**config.mk**
```make
export PLATFORM = sky130hd
export DESIGN_NAME = sm3_msg_expander
export DESIGN_NICKNAME = d
export VERILOG_FILES = /design/src/rtl/sm3_pkg.sv /design/src/rtl/sm3_w_next.sv /design/src/rtl/sm3_msg_expander.sv
export SDC_FILE = /design/constraint.sdc
export NUM_CORES = 1
export LEC_CHECK = 0
export ABC_AREA = 1
export BUFFER_PORTS_ARGS = -buffer_cell sky130_fd_sc_hd__buf_2
export CAP_MARGIN = 25
export CORE_ASPECT_RATIO = 1.75
export CORE_MARGIN = 5
export CORE_UTILIZATION = 50
export CTS_BUF_LIST = sky130_fd_sc_hd__clkbuf_4 sky130_fd_sc_hd__clkbuf_8
export DETAILED_ROUTE_END_ITERATION = 12
export GPL_TIMING_DRIVEN = 0
export PLACE_DENSITY = 0.69
export SYNTH_ARGS = -nofsm -noshare
export SYNTH_HDL_FRONTEND = slang
export SYNTH_SLANG_ARGS = --single-unit
```
**constraint.sdc**
```tcl
create_clock -name clk -period 1.5 [get_ports clk]
set_input_delay 0.3 -clock clk [delete_from_list [all_inputs] [get_ports clk]]
set_output_delay 0.3 -clock clk [all_outputs]
set_load 0.01 [all_outputs]
```
**src/rtl/sm3_pkg.sv**
```systemverilog
// Shared SM3 constants, state encoding and the XOR/rotate helpers
// used by message expansion and compression.
package sm3_pkg;
  localparam int SM3_WORD_W     = 32;
  localparam int SM3_NUM_ROUNDS = 64;
  localparam int SM3_BLK_WORDS  = 16;

  typedef enum logic [1:0] {
    ST_IDLE   = 2'd0,
    ST_LOAD   = 2'd1,
    ST_EXPAND = 2'd2
  } sm3_state_t;

  function automatic logic [31:0] rotl32(input logic [31:0] x, input int unsigned n);
    return (x << n) | (x >> (32 - n));
  endfunction

  function automatic logic [31:0] p1(input logic [31:0] x);
    return x ^ rotl32(x, 15) ^ rotl32(x, 23);
  endfunction
endpackage

```
**src/rtl/sm3_w_next.sv**
```systemverilog
// Combinational SM3 expansion step: W_{j+16} from the taps of a
// window holding W_j..W_{j+15}.
module sm3_w_next
  import sm3_pkg::*;
(
  input  logic [31:0] i_w0,
  input  logic [31:0] i_w3,
  input  logic [31:0] i_w7,
  input  logic [31:0] i_w10,
  input  logic [31:0] i_w13,
  output logic [31:0] o_w16
);
  logic [31:0] w_mix;

  assign w_mix = i_w0 ^ i_w7 ^ rotl32(i_w13, 15);
  assign o_w16 = p1(w_mix) ^ rotl32(i_w3, 7) ^ i_w10;
endmodule

```
**src/rtl/sm3_msg_expander.sv**
```systemverilog
// SM3 message expander: loads 16 words of a block, then streams
// W_j / W'_j for j = 0..63 from a 16-word sliding window.
module sm3_msg_expander
  import sm3_pkg::*;
#(
  parameter int NUM_ROUNDS = 64,
  parameter int WORD_W     = 32
) (
  input  logic              clk,
  input  logic              rst_n,
  input  logic              flush,
  input  logic              in_vld,
  output logic              in_rdy,
  input  logic [WORD_W-1:0] in_word,
  output logic              out_vld,
  input  logic              out_rdy,
  output logic [WORD_W-1:0] out_w,
  output logic [WORD_W-1:0] out_wp,
  output logic [5:0]        out_idx,
  output logic              out_last,
  output logic              busy
);
  if (NUM_ROUNDS != SM3_NUM_ROUNDS) begin : g_bad_rounds
    $error("sm3_msg_expander: only NUM_ROUNDS=64 is supported");
  end
  if (WORD_W != SM3_WORD_W) begin : g_bad_width
    $error("sm3_msg_expander: only WORD_W=32 is supported");
  end

  localparam logic [5:0] LAST_IDX  = 6'(SM3_NUM_ROUNDS - 1);
  localparam logic [3:0] LAST_LOAD = 4'(SM3_BLK_WORDS - 1);

  sm3_state_t        r_state;
  logic [WORD_W-1:0] r_win [SM3_BLK_WORDS];
  logic [3:0]        r_load_cnt;
  logic [5:0]        r_round_cnt;
  logic              r_in_rdy;
  logic              r_out_vld;
  logic              r_busy;
  logic              w_in_hs;
  logic              w_out_hs;
  logic [WORD_W-1:0] w_next;

  sm3_w_next u_w_next (
    .i_w0  (r_win[0]),
    .i_w3  (r_win[3]),
    .i_w7  (r_win[7]),
    .i_w10 (r_win[10]),
    .i_w13 (r_win[13]),
    .o_w16 (w_next)
  );

  assign w_in_hs  = in_vld & r_in_rdy;
  assign w_out_hs = r_out_vld & out_rdy;

  assign in_rdy   = r_in_rdy;
  assign out_vld  = r_out_vld;
  assign busy     = r_busy;
  assign out_w    = r_win[0];
  assign out_wp   = r_win[0] ^ r_win[4];
  assign out_idx  = r_round_cnt;
  assign out_last = (r_round_cnt == LAST_IDX);

  // Handshake flags are registered alongside the state so they always
  // reflect the state the FSM is in, and read 0 while rst_n is low.
  always_ff @(posedge clk or negedge rst_n) begin
    if (!rst_n) begin
      r_state     <= ST_IDLE;
      r_load_cnt  <= '0;
      r_round_cnt <= '0;
      r_in_rdy    <= 1'b0;
      r_out_vld   <= 1'b0;
      r_busy      <= 1'b0;
      for (int i = 0; i < SM3_BLK_WORDS; i++) r_win[i] <= '0;
    end else if (flush) begin
      r_state     <= ST_IDLE;
      r_load_cnt  <= '0;
      r_round_cnt <= '0;
      r_in_rdy    <= 1'b1;
      r_out_vld   <= 1'b0;
      r_busy      <= 1'b0;
    end else begin
      case (r_state)
        ST_IDLE, ST_LOAD: begin
          r_in_rdy <= 1'b1;
          if (w_in_hs) begin
            for (int i = 0; i < SM3_BLK_WORDS - 1; i++) r_win[i] <= r_win[i+1];
            r_win[SM3_BLK_WORDS-1] <= in_word;
            r_busy <= 1'b1;
            if (r_load_cnt == LAST_LOAD) begin
              r_state    <= ST_EXPAND;
              r_load_cnt <= '0;
              r_in_rdy   <= 1'b0;
              r_out_vld  <= 1'b1;
            end else begin
              r_state    <= ST_LOAD;
              r_load_cnt <= r_load_cnt + 4'd1;
            end
          end
        end
        ST_EXPAND: begin
          if (w_out_hs) begin
            for (int i = 0; i < SM3_BLK_WORDS - 1; i++) r_win[i] <= r_win[i+1];
            r_win[SM3_BLK_WORDS-1] <= w_next;
            if (r_round_cnt == LAST_IDX) begin
              r_state     <= ST_IDLE;
              r_round_cnt <= '0;
              r_out_vld   <= 1'b0;
              r_in_rdy    <= 1'b1;
              r_busy      <= 1'b0;
            end else begin
              r_round_cnt <= r_round_cnt + 6'd1;
            end
          end
        end
        default: begin
          r_state   <= ST_IDLE;
          r_in_rdy  <= 1'b1;
          r_out_vld <= 1'b0;
          r_busy    <= 1'b0;
        end
      endcase
    end
  end
endmodule
```
==> impl_metrics.json, run 1 <==
{
  "finalHoldViolCount": 93,
  "start_util_pct": 50.5,
  "clk_pin_slew_worst_paths_ns": 0.07,
  "rr_worst_depth": 12,
  "p_leak_nw": 15.8,
  "period_share_pct": 134,
  "detail-route-antenna-nets": 0,
  "syn_avg_cell_area_um2": 8.70,
  "viasPerCell": 5.72,
  "cts_made_buffers": 81,
  "cp.required_ns": 2.05,
  "post_drt_wl_per_cell_um": 27.2,
  "worst_clock_skew_ns": 0.0322,
  "reg2reg_from": "r_state[0]",
  "antenna_found_initial": 1,
  "final.min_clock_period_ns": 2.01,
  "synth_sequential_area_ratio_pct": 55.5,
  "cp-endpoint": "r_win[182]",
  "netlist_instances": 2730,
  "cp-start-kind": "flip-flop",
  "clk_path_buf_depth": 3,
  "clock_latency_ns": 0.68,
  "fillCellCount": 3799,
  "ys_types": 28,
  "maxSlewViolCount": 0,
  "powerDensity_nw_per_um2": 1580,
  "setup_violations": 590,
  "status": "complete, but fails checks",
  "num_io_pins": 111,
  "first_pass_iters": 6,
  "worstSetupStartpoint": "r_state[0]",
  "drc": 0,
  "holdWs_ns": -0.343,
  "yosys_warnings": 0,
  "cts-root-buf": "clkbuf_8",
  "final_cell_area_um2": 31100,
  "layout_common_cells": "nand2_1, dfrtp_1, inv_1, nand3_1, nor2_1",
  "vias": 21000,
  "arrival_ns": 2.56,
  "dp_slack_ns": -1.20,
  "drt_iter0_drc": 2196,
  "cts_tree": "yes",
  "mostFrequentLayoutCell": "nand2_1",
  "r2r-end": "r_win[182]",
  "crit_type": "reg -> reg",
  "track_usage_pct": 37.0,
  "rsz0062_at_grt": "true",
  "synth_seq_cells": 527,
  "endpoint_kind": "flip-flop",
  "peakVddDrop_v": 0.00135,
  "total_power_mw": 49.2,
  "fmaxAchievable_mhz": 498,
  "maxSlewHeadroom_pct": 43.0,
  "layout-drive-gt1-share_pct": 27.3,
  "cp_max_fo": 6,
  "grt_pass1_wl_um": 139000,
  "hold_buffers": 18,
  "seq_area_um2": 13200,
  "core_um2": 47000,
  "syn_area_um2": 23800,
  "placed_area_um2": 25300,
  "multi_input_area_um2": 9980,
  "place_congestion": 0.979,
  "die_w_um": 175,
  "io_buffers": 110,
  "row_count": 105,
  "setup_ws_ns": -0.509,
  "hp-class": "in -> async",
  "dieArea_um2": 52200,
  "r2r_slack_ns": -0.51,
  "place_inst": 3432,
  "routed_wl_um": 100000,
  "grt_start_max_net_pins": 122,
  "grt_pass1_vias": 20900,
  "syn_nets": 2769,
  "grt-ovfl-total": 0,
  "max_cap_violations": 0,
  "final_nets": 3067,
  "htree_levels": 3,
  "violations": "hold timing, setup timing",
  "fin_cells": 3673,
  "cts.sinks": 527,
  "die_y_um": 298,
  "tightestPinTransition_ns": 0.855,
  "area_delta_synth_final_pct": 30.9,
  "dp.final_hpwl_um": 70900
}
## routing by layer
layer	vias up	global-route usage (%)	wire, um
met5	-	0	0
met4	0	31.3	10700
met3	322	5.94	6410
met2	970	61.8	48600
met1	10400	41.2	34200
li1	9310	-	-
## area by class of cell
| type | count | area share, % |
|---|---|---|
| clock buffer | 117 | 4.94 |
| tap | 588 | 2.37 |
| inverter | 260 | 3.17 |
| sequential | 527 | 42.5 |
| clock inverter | 22 | 0.829 |
| antenna | 1 | 0.00805 |
| buffer | 136 | 6.33 |
| multi-input combinational | 1804 | 32.1 |
| timing repair buffer | 218 | 7.79 |
## worst min-delay path by stage
stage / slack, ns / to
floorplan: 0.004 / busy
global placement: 0.46 / r_win[9]
detailed placement: 0.39 / r_load_cnt[0]
CTS: -0.32 / r_load_cnt[0]
global route: -0.29 / r_load_cnt[0]
finish: -0.34 / r_load_cnt[0]
## critical path, stage by stage, from the launching register on
cell	delay, ns
dfrtp_1	0.41
nor2_4	0.15
inv_2	0.08
nor2_4	0.14
o22ai_4	0.10
buf_12	0.17
buf_12	0.15
buf_16	0.14
buf_12	0.13
buf_12	0.14
buf_12	0.12
nor2_4	0.12
a21oi_1	0.05
## cells in the mapped netlist, drive strengths merged
master	number	share of area [%]
a211oi	1	0.032
a21oi	198	4.2
a22o	1	0.037
buf	123	3.5
clkbuf	16	0.25
dfrtp	527	56
ha	2	0.11
inv	260	4.1
mux2	124	5.9
nand2	759	12
nand3	239	5.0
nand3b	1	0.032
nor2	267	4.3
nor3	2	0.042
nor3b	1	0.032
o21ai	171	3.6
o22ai	2	0.079
or2	2	0.053
xnor2	1	0.037
xor2	33	1.2
## what timing repair did
action                                  in CTS  in global routing
endpoints found under the hold margin      111                 93
gates resized for setup                    557                234
buffers inserted                            36                 18
pin swaps                                   20                 25
cloned                                      26                 13
endpoints found under the setup margin     592                596
## state kept, by name, summed over array words and instances, names as in the netlist
| register | count |
|---|---|
| busy | 1 |
| in_rdy | 1 |
| out_idx | 6 |
| out_vld | 1 |
| out_w | 32 |
| r_load_cnt | 4 |
| r_state | 2 |
| r_win | 480 |
## through the flow
| stage | setup TNS [ns] | util, % |
|---|---|---|
| floorplan | -12.25 | - |
| global placement | -5769.13 | 53.6 |
| detailed placement | -320.83 | 53.8 |
| CTS | -221.42 | 64.0 |
| global route | -230.84 | 66.1 |
| finish | -189.97 | 66.1 |
## cells by family (layout without fill, tap and decap cells)
group                    Yosys count  in the layout  synth area share (%)
XOR/XNOR                          34             34                  1.25
buffers and inverters            399            753                  7.89
other                              0              1                     0
adder cells (fa/ha/maj)            2              2                 0.105
AND/OR/NAND/NOR                 1271           1271                  21.5
flip-flops                       527            527                  55.5
multiplexers                     124            124                  5.88
AO/OA/AOI/OAI                    373            373                  7.92
## power by group
part / switching, mW / internal, mW / leakage (nW)
Clock: 6.09 / 7.46 / 0.944
Combinational: 9.97 / 5.58 / 8.62
Sequential: 2.83 / 17.3 / 6.28
Note: power is estimated with default switching activity, not from simulation.
==> run 2: changes to the inputs <==
--- a/config.mk
+++ b/config.mk
@@ -14,7 +14,7 @@
 export CTS_BUF_LIST = sky130_fd_sc_hd__clkbuf_4 sky130_fd_sc_hd__clkbuf_8
 export DETAILED_ROUTE_END_ITERATION = 12
 export GPL_TIMING_DRIVEN = 0
-export PLACE_DENSITY = 0.69
+export PLACE_DENSITY = 0.66
 export SYNTH_ARGS = -nofsm -noshare
 export SYNTH_HDL_FRONTEND = slang
 export SYNTH_SLANG_ARGS = --single-unit
==> constraint.sdc (replaced) <==
create_clock -name clk -period 2.6 [get_ports clk]
set_input_delay 0.52 -clock clk [delete_from_list [all_inputs] [get_ports clk]]
set_output_delay 0.52 -clock clk [all_outputs]
set_load 0.01 [all_outputs]
==> run 2 against run 1 <==
Effect of this change: the run now ends clean; via count decreased by 5.4%; utilization fell by 8.8 points; cell count is 2.6% lower; sequential share of layout area up 6.5 points; sequential power down 43%; critical path depth decreased by 2; hold slack gained 0.48 ns; fmax decreased by 16%; register-to-register slack better by 0.71 ns; clock-buffer cell count rose by 4; design area is 13% lower; critical path type unchanged; critical endpoint is now r_win[285]; largest cell class unchanged.
==> impl_metrics.json, run 2 (same netlist as run 1, synthesis figures left out) <==
{
  "cp-start-kind": "flip-flop",
  "r2r-end": "r_win[285]",
  "powerDensity_nw_per_um2": 982,
  "antenna_found_initial": 2,
  "place_congestion": 0.992,
  "area_delta_synth_final_pct": 13.3,
  "place_inst": 3432,
  "p_seq_share_pct": 43.2,
  "min_to": "out_idx[4]",
  "r2r_slack_ns": 0.20,
  "p_leak_nw": 14.2,
  "grt_pass1_vias": 20000,
  "peakVddDrop_v": 0.000515,
  "swShare_pct": 38.0,
  "cts-root-buf": "clkbuf_8",
  "endpoint_kind": "flip-flop",
  "p_int_mw": 16.4,
  "setup_violations": 0,
  "vias": 19900,
  "status": "completed",
  "final_nets": 2966,
  "combinationalPowerShare_pct": 28.4,
  "cts_made_buffers": 80,
  "dp_slack_ns": -0.193,
  "htree_levels": 3,
  "pwr-share-clk_pct": 28.4,
  "dp.final_hpwl_um": 69300,
  "arrival_ns": 2.92,
  "row_count": 105,
  "cp_max_fo": 10,
  "hp-start": "flush",
  "die_y_um": 298,
  "hp-class": "in -> reg",
  "final_cell_area_um2": 26900,
  "p_switching_mw": 10.0,
  "regMostFlops": "r_win",
  "start_util_pct": 50.5,
  "clk_pin_slew_worst_paths_ns": 0.06,
  "placed_area_um2": 25200,
  "maxSlewHeadroom_pct": 42.3,
  "fin_cells": 3579,
  "maxSlewViolCount": 0,
  "crit_type": "reg -> reg",
  "layout_common_cells": "nand2_1, dfrtp_1, nor2_1, inv_1, nand3_1",
  "reg2reg_from": "in_rdy",
  "layout-drive-gt1-share_pct": 14.2,
  "fillCellCount": 4345,
  "cts_setup_buffers": 0,
  "grt_pass1_wl_um": 130000,
  "hold_depth": 2,
  "drc": 0,
  "fin_tns_setup_ns": 0,
  "rr_worst_depth": 10,
  "grt-ovfl-total": 0,
  "largest_reg_flops": 480,
  "routed_wl_um": 89700,
  "first_pass_iters": 6,
  "max_cap_violations": 0,
  "fin_util_pct": 57.3,
  "io_buffers": 110,
  "viasPerCell": 5.56,
  "finalHoldViolCount": 0,
  "cp.required_ns": 3.12,
  "grt_start_max_net_pins": 124,
  "detail-route-antenna-nets": 0,
  "period_share_pct": 92.3,
  "die_w_um": 175,
  "dieArea_um2": 52200,
  "num_io_pins": 111,
  "tightestPinTransition_ns": 0.866,
  "mostFrequentLayoutCell": "nand2_1",
  "drt_iter0_drc": 1637,
  "cts_tree": "yes",
  "setup_ws_ns": 0.199,
  "worst_clock_skew_ns": 0.0374,
  "clk_path_buf_depth": 3,
  "final.min_clock_period_ns": 2.40,
  "total_power_mw": 26.5,
  "fmaxAchievable_mhz": 417,
  "cts.sinks": 527,
  "rsz0062_at_grt": "false",
  "core_um2": 47000,
  "holdWs_ns": 0.141,
  "track_usage_pct": 34.3,
  "clock_latency_ns": 0.66,
  "post_drt_wl_per_cell_um": 25.1
}
[run 2: power by group through the flow]
stage | Clock (mW) | Combinational, mW | Sequential, mW
3_5_place_dp | 0 | 7.40 | 11.5
2_1_floorplan | 0 | 4.70 | 10.9
5_1_grt | 7.96 | 8.23 | 11.6
3_3_place_gp | 0 | 7.22 | 11.5
4_1_cts | 7.61 | 7.44 | 11.4
6_report | 7.51 | 7.50 | 11.4
[run 2: worst max-delay path: stages (launching register included)]
cell	delay, ns
dfrtp_1	0.39
nand2_1	0.09
inv_1	0.06
nand2_1	0.11
inv_2	0.07
o22ai_2	0.11
buf_4	0.28
buf_6	0.21
buf_2	0.31
buf_2	0.43
a21oi_1	0.16
[run 2: worst max-delay path by stage]
stage	startpoint	endpoint	slack, ns
floorplan	in_vld	r_win[449]	0.83
finish	in_rdy	r_win[285]	0.20
detailed placement	in_vld	r_win[205]	-0.19
global placement	rst_n	r_win[327]	-9.80
CTS	in_rdy	r_win[205]	0.02
global route	in_rdy	r_win[110]	0.08
[run 2: layer usage]
metal	share of wire, %	vias up	track usage [%]	wire length [um]
met5	0.012	-	0	11
met4	9.6	2	26.0	8570
met3	5.9	245	5.10	5330
met2	48	813	57.2	43300
met1	36	9736	39.6	32500
li1	-	9092	-	-
[run 2: area by class of cell]
cell class | instances | area, um2 | area share [%]
Buffer | 139 | 902 | 3.35
Sequential cell | 527 | 13200 | 49.0
Clock inverter | 24 | 215 | 0.799
Multi-Input combinational cell | 1804 | 8700 | 32.3
Antenna cell | 1 | 2.50 | 0.00929
Inverter | 260 | 976 | 3.62
Timing Repair Buffer | 115 | 681 | 2.53
Tap cell | 588 | 736 | 2.73
Clock buffer | 121 | 1530 | 5.70
[run 2: timing repair]
item,in CTS,in global routing
endpoints found under the setup margin,7,13
cloned,0,0
hold buffers,1,0
resized for setup,1,5
endpoints found under the hold margin,97,0
